**src/rtl/serial_adder.sv**
```systemverilog
// Multi-cycle WIDTH-bit adder: STEP bits per clock through a registered carry, start/busy/done handshake.
// Latency N=WIDTH/STEP cycles from accept to done; start is ignored while busy, with no queueing.
module serial_adder #(
  parameter int WIDTH = 8,
  parameter int STEP  = 1
) (
  input  logic             clk,
  input  logic             rst,
  input  logic             start,
  input  logic [WIDTH-1:0] a,
  input  logic [WIDTH-1:0] b,
  input  logic             cin,
  output logic             busy,
  output logic             done,
  output logic [WIDTH-1:0] sum,
  output logic             cout,
  output logic             ovf
);

  localparam int N  = WIDTH / STEP;
  localparam int CW = (N > 1) ? $clog2(N) : 1;

  generate
    if (STEP < 1 || STEP > WIDTH || (WIDTH % STEP) != 0) begin : g_bad_params
      $error("serial_adder: STEP must divide WIDTH and lie in 1..WIDTH");
    end
  endgenerate

  typedef enum logic [1:0] {
    IDLE = 2'd0,
    RUN  = 2'd1,
    DONE = 2'd2
  } state_t;

  state_t           state;
  logic [CW-1:0]    cnt;
  logic [WIDTH-1:0] areg;
  logic [WIDTH-1:0] breg;
  logic [WIDTH-1:0] sreg;
  logic             carry;

  logic [STEP-1:0]  slice;
  logic             slice_c;
  logic             msb_cin;
  logic [WIDTH-1:0] sreg_nxt;
  logic             last;

  always_comb begin
    {slice_c, slice} = {1'b0, areg[STEP-1:0]} + {1'b0, breg[STEP-1:0]} + {{STEP{1'b0}}, carry};
    // Carry into the slice MSB recovered from its sum bit; only meaningful on the last slice.
    msb_cin  = areg[STEP-1] ^ breg[STEP-1] ^ slice[STEP-1];
    sreg_nxt = (sreg >> STEP) | (WIDTH'(slice) << (WIDTH - STEP));
    last     = (cnt == CW'(N - 1));
  end

  always_ff @(posedge clk or posedge rst) begin
    if (rst) begin
      state <= IDLE;
      cnt   <= '0;
      areg  <= '0;
      breg  <= '0;
      sreg  <= '0;
      carry <= 1'b0;
      busy  <= 1'b0;
      done  <= 1'b0;
      sum   <= '0;
      cout  <= 1'b0;
      ovf   <= 1'b0;
    end else begin
      case (state)
        IDLE, DONE: begin
          done <= 1'b0;
          if (start) begin
            areg  <= a;
            breg  <= b;
            carry <= cin;
            cnt   <= '0;
            busy  <= 1'b1;
            state <= RUN;
          end else begin
            state <= IDLE;
          end
        end
        RUN: begin
          areg  <= areg >> STEP;
          breg  <= breg >> STEP;
          sreg  <= sreg_nxt;
          carry <= slice_c;
          if (last) begin
            // Published result only changes here; it holds through RUN/IDLE otherwise.
            cnt   <= '0;
            busy  <= 1'b0;
            done  <= 1'b1;
            sum   <= sreg_nxt;
            cout  <= slice_c;
            ovf   <= msb_cin ^ slice_c;
            state <= DONE;
          end else begin
            cnt <= cnt + CW'(1);
          end
        end
        default: begin
          busy  <= 1'b0;
          done  <= 1'b0;
          state <= IDLE;
        end
      endcase
    end
  end

endmodule

```
**config.mk**
```make
export PLATFORM = sky130hd
export DESIGN_NAME = serial_adder
export DESIGN_NICKNAME = d
export VERILOG_FILES = /design/src/rtl/serial_adder.sv
export SDC_FILE = /design/constraint.sdc
export NUM_CORES = 1
export LEC_CHECK = 0
export CAP_MARGIN = 20
export CORE_MARGIN = 2
export CORE_UTILIZATION = 40
export CTS_CLUSTER_SIZE = 28
export DETAILED_ROUTE_END_ITERATION = 7
export HOLD_SLACK_MARGIN = 0.1
export PLACE_DENSITY_LB_ADDON = 0.12
export SETUP_SLACK_MARGIN = 0.4
export SLEW_MARGIN = 15
export SYNTH_ARGS = -nofsm -noshare
export SYNTH_HDL_FRONTEND = slang
export SYNTH_SLANG_ARGS = --single-unit
```
**constraint.sdc**
```tcl
create_clock -name clk -period 2.2 [get_ports clk]
set_clock_uncertainty 0.05 [all_clocks]
set_input_delay 0.44 -clock clk [delete_from_list [all_inputs] [get_ports clk]]
set_output_delay 0.44 -clock clk [all_outputs]
set_load 0.02 [all_outputs]
```
# --- After elaboration in Yosys (flattened, before gate mapping) ---
# Index checks and enable logic that the tools add are counted.
op_classes:
  multipliers: 0
  n_bitwise: 4
  add_sub_neg: 3
  n_shift: 0
  n_lt_le_gt_ge: 0
  eq_ne: 5
  muxes: 17
  reduce_logical: 6
  div: 0
op_table:
  columns: ["op", "count"]
  rows:
  - ["8-bit one-hot mux with 2 select lines", 2]
  - ["8-bit two-way mux", 2]
  - ["7-bit by 8-bit OR with 8-bit output", 1]
  - ["1-bit two-way mux", 6]
  - ["3-bit two-way mux", 2]
  - ["3-bit one-hot mux with 2 select lines", 1]
  - ["2-bit AND reduction", 3]
  - ["2-bit != test (second input constant)", 2]
  - ["1-bit one-hot mux with 2 select lines", 2]
  - ["2-bit one-hot mux with 2 select lines", 1]
  - ["3-bit by 1-bit adder with 3-bit output (second input constant)", 1]
  - ["3-bit equality test (second input constant)", 1]
  - ["1-bit bitwise XOR", 3]
  - ["1-bit by 1-bit adder with 2-bit output", 1]
  - ["2-bit by 1-bit adder with 2-bit output", 1]
  - ["2-bit by 1-bit equality test with 1-bit output (second input constant)", 1]
  - ["2-bit equality test (second input constant)", 1]
  - ["2-bit zero test", 1]
  - ["2-bit two-way mux", 1]
  - ["2-bit nonzero test", 1]
  - ["2-bit OR reduction", 1]
totals:
  mem_count: 0
  ramBits: 0
  inputBits: 20
  out_inout_bits: 12
  word_cells: 46
  mem_bits_ro: 0
  latch_bits: 0
  reg_bits: 42

# --- Logic depth before layout (Yosys ltp) ---
depth:
  ltp_word: 4
  mapped_depth: 6
  depth_no_buf: 5

# --- Least setup slack after synthesis ---
# Ideal clock, no wire load.
synth_path:
  kind: "reg2reg"
  startpoint: "register cnt[0]"
  endpoint: "register sum[0]"
  setup_time_ps: 125
  required_time_ps: 2025
  n_path_buf: 1
  path_slack_ps: 630
  arrival_time_ps: 1395
  stages_incl_launch_ff: 6
  period_less_slack_ps: 1570
  path_cell_list: "dfrtp_1 > ha_1 > ha_1 > nand3b_1 > buf_6 > mux2_4"
synth_between:
  elab_chain_cells: 2
synth_rtl:
  columns: ["item", "line", "rtl"]
  rows:
  - ["start, declared", "36", "logic [CW-1:0] cnt;"]
  - ["start signal, assigned", "99", "cnt <= cnt + CW'(1);"]
  - ["3-bit equality test", "53", "last = (cnt == CW'(N - 1));"]
  - ["2-bit AND reduction (no line)", null, null]
  - ["end signal, assigned", "94", "sum <= sreg_nxt;"]
  - ["end, declared", "15", "output logic [WIDTH-1:0] sum,"]
# No other way between the ends.
# A chain may end at the register's enable or synchronous reset.

# --- Final worst setup path ---
layout_path:
  startpoint: "register sum[6]"
  endpoint: "output sum[6]"
# No word-level cell between the ends.

==> metrics.cfg <==
[setup_path]
crit_chain=clkdlybuf4s50_1
end_kind=output port
cpPeakStageDelay_ns=0.60
crit_arrival_ns=1.25
critPathSlowestCell=clkdlybuf4s50_1
crit_fanout=2
cp-start-kind=register
critPathTopFamily=buffers and inverters
path_buf_inv=1
worstSetupPathType=reg2out
critPathRequiredTime_ns=1.71

[clock_tree]
post_cts_resized=0
cts.htree.levels=2
cts_setup_buffers=0
cts_sinks=41
clk_pin_slew_ns=0.08
cts_buffer_depth=2
numCtsBuffers=5
clock_insertion_delay_worst_skew_ns=0.28
ctsHoldBuffers=0
cts_tree=yes
cts-root-buf=clkbuf_8

[timing]
worstMarginPinSlew_ns=0.524
finalCritPeriodShare=0.789
setup_viol=0
tns_ns=0
final.min_clock_period_ns=1.74
fmax_mhz=576
maxSlewHeadroom=0.651
rsz0062_at_grt=false
hold_violations=0
maxSlewViolCount=0

[run]
maxCapViolations=0

[logic_synthesis]
synth_largest_area_cell=dfrtp_1
synth_area_per_cell_um2=11.7
synth_warnings=0
yosysTopAreaCellShare=0.575
netlist_area_mm2=0.00178
yosys-top-cells-area=dfrtp_1, mux2i_1, nand2_1
ys_seq_elements=41
ys_seq_area_frac=0.575
syn_inst=153
synth.distinct_cells=25
syn_nets=176

[cells_and_area]
final_common_cell=dfrtp_1
antenna_cells=0
area_delta_synth_final_pct=26.5
layout_common_cells=dfrtp_1, nand2_1, clkdlybuf4s50_1
drive_above_1_share=0.127
final_nets=211

[detailed_routing]
first_iter_violations=45
vias=1183
wl_mm=2.92
drc_errors=0
wire_per_inst_um=12.1
ant_nets=0
vias_per_cell=4.91
first_pass_iters=4

[global_routing]
grt_pass1_wl_mm=5.34
grt_max_degree=42
overflow=0
antenna_found_initial=0
grt.total_usage=0.133
grt_pass1_vias=1202

[power_and_ir_drop]
p_leak_uw=0.00105
max-vdd-ir-drop_uv=463
power_uw=2960
p_per_area_mw_per_mm2=1310

[worst_hold_path]
min_path_type=reg2reg

[floorplanning]
die_w_um=70.8
fp-row-count=24
pin_count=32
core_mm2=0.00432
die_y_um=70.8
die_area_mm2=0.00501
initial_core_util=0.412

[placement]
port_buffers=31
place.gp.congestion=0.741
dp_hpwl_mm=2.02

[status]
status=completed

[metal layers]
layer,vias to the layer above,global-route usage,routed length [um]
met2,28,0.220,1320
met3,4,0.0499,161
met4,0,0.0377,28
met5,-,0,0
met1,573,0.164,1410
li1,578,-,-
[power breakdown]
group	switching (uW)	total (uW)	internal [uW]
clock	246	530	283
sequential	178	1230	1050
combinational	588	1200	614
[worst register-to-register path, delay by kind of cell (launching register included)]
family,cells,cell delay [ns]
muxes,1,0.35
adders and majority gates,2,0.44
buffers and inverters,1,0.19
DFF,1,0.41
and+or+nand+nor,1,0.14
[cells by family (layout without fill, tap and decap cells)]
family,Yosys count,in the layout,synth area share
and+or+nand+nor,48,48,0.112
DFF,41,41,0.575
muxes,24,24,0.156
AOI/OAI and AO/OA,23,23,0.0765
buffers and inverters,11,47,0.0407
adders and majority gates,3,3,0.0253
xor gates and xnor gates,3,3,0.0147
[state kept, by name (all words and copies together) (netlist names)]
| register | cells |
|---|---|
| areg | 8 |
| carry | 1 |
| state | 2 |
| cout | 1 |
| sreg | 7 |
| done | 1 |
| cnt | 3 |
| sum | 8 |
| ovf | 1 |
| breg | 8 |
| busy | 1 |
[cells in the mapped netlist]
library cell   n
nand2_1       38
nor2b_2        1
a32o_1         1
nor3_1         1
buf_8          1
and2b_1        1
dfrtp_1       41
mux2i_1       15
mux2_2         2
inv_1          3
fa_1           1
ha_1           2
buf_2          4
clkbuf_1       1
xnor2_1        3
nand3b_1       1
buf_6          2
o21ai_0       10
nor2_1         4
a22o_1         3
a21o_1         2
nand2b_1       1
o21ai_1        7
nor2_2         1
mux2_4         7
[cell type report]
cell class,count,area (um2)
multi-input combinational,101,684
tap,52,65.1
sequential,41,1030
fill,387,2070
inverter,3,11.3
clock inverter,1,5.00
timing repair buffer,36,367
clock buffer,7,96.3
[path summary, 6_finish.rpt]
kind,startpoint,to,slack [ns],depth (start not counted)
max in group asynchronous,rst,breg[2],1.20,3
hold reg to reg,ovf,ovf,0.43,2
setup / recovery,sum[6],sum[6],0.46,1
hold / removal,ovf,ovf,0.43,2
setup reg to reg,cnt[0],cout,0.52,5
min in group asynchronous,rst,done,0.53,3
[through the flow]
stage / area, um2 / hold slack, ns / setup slack (ns) / std cells / utilization
floorplan: 1780 / 0.396 / 0.630 / 153 / -
global placement: 2150 / 0.411 / 0.425 / 233 / 0.497
detailed placement: 2150 / 0.419 / 0.389 / 233 / 0.497
CTS: 2250 / 0.437 / 0.413 / 241 / 0.520
global route: 2250 / 0.467 / 0.413 / 241 / 0.521
finish: 2250 / 0.430 / 0.464 / 241 / 0.521
Note: power is estimated with default switching activity, not from simulation.
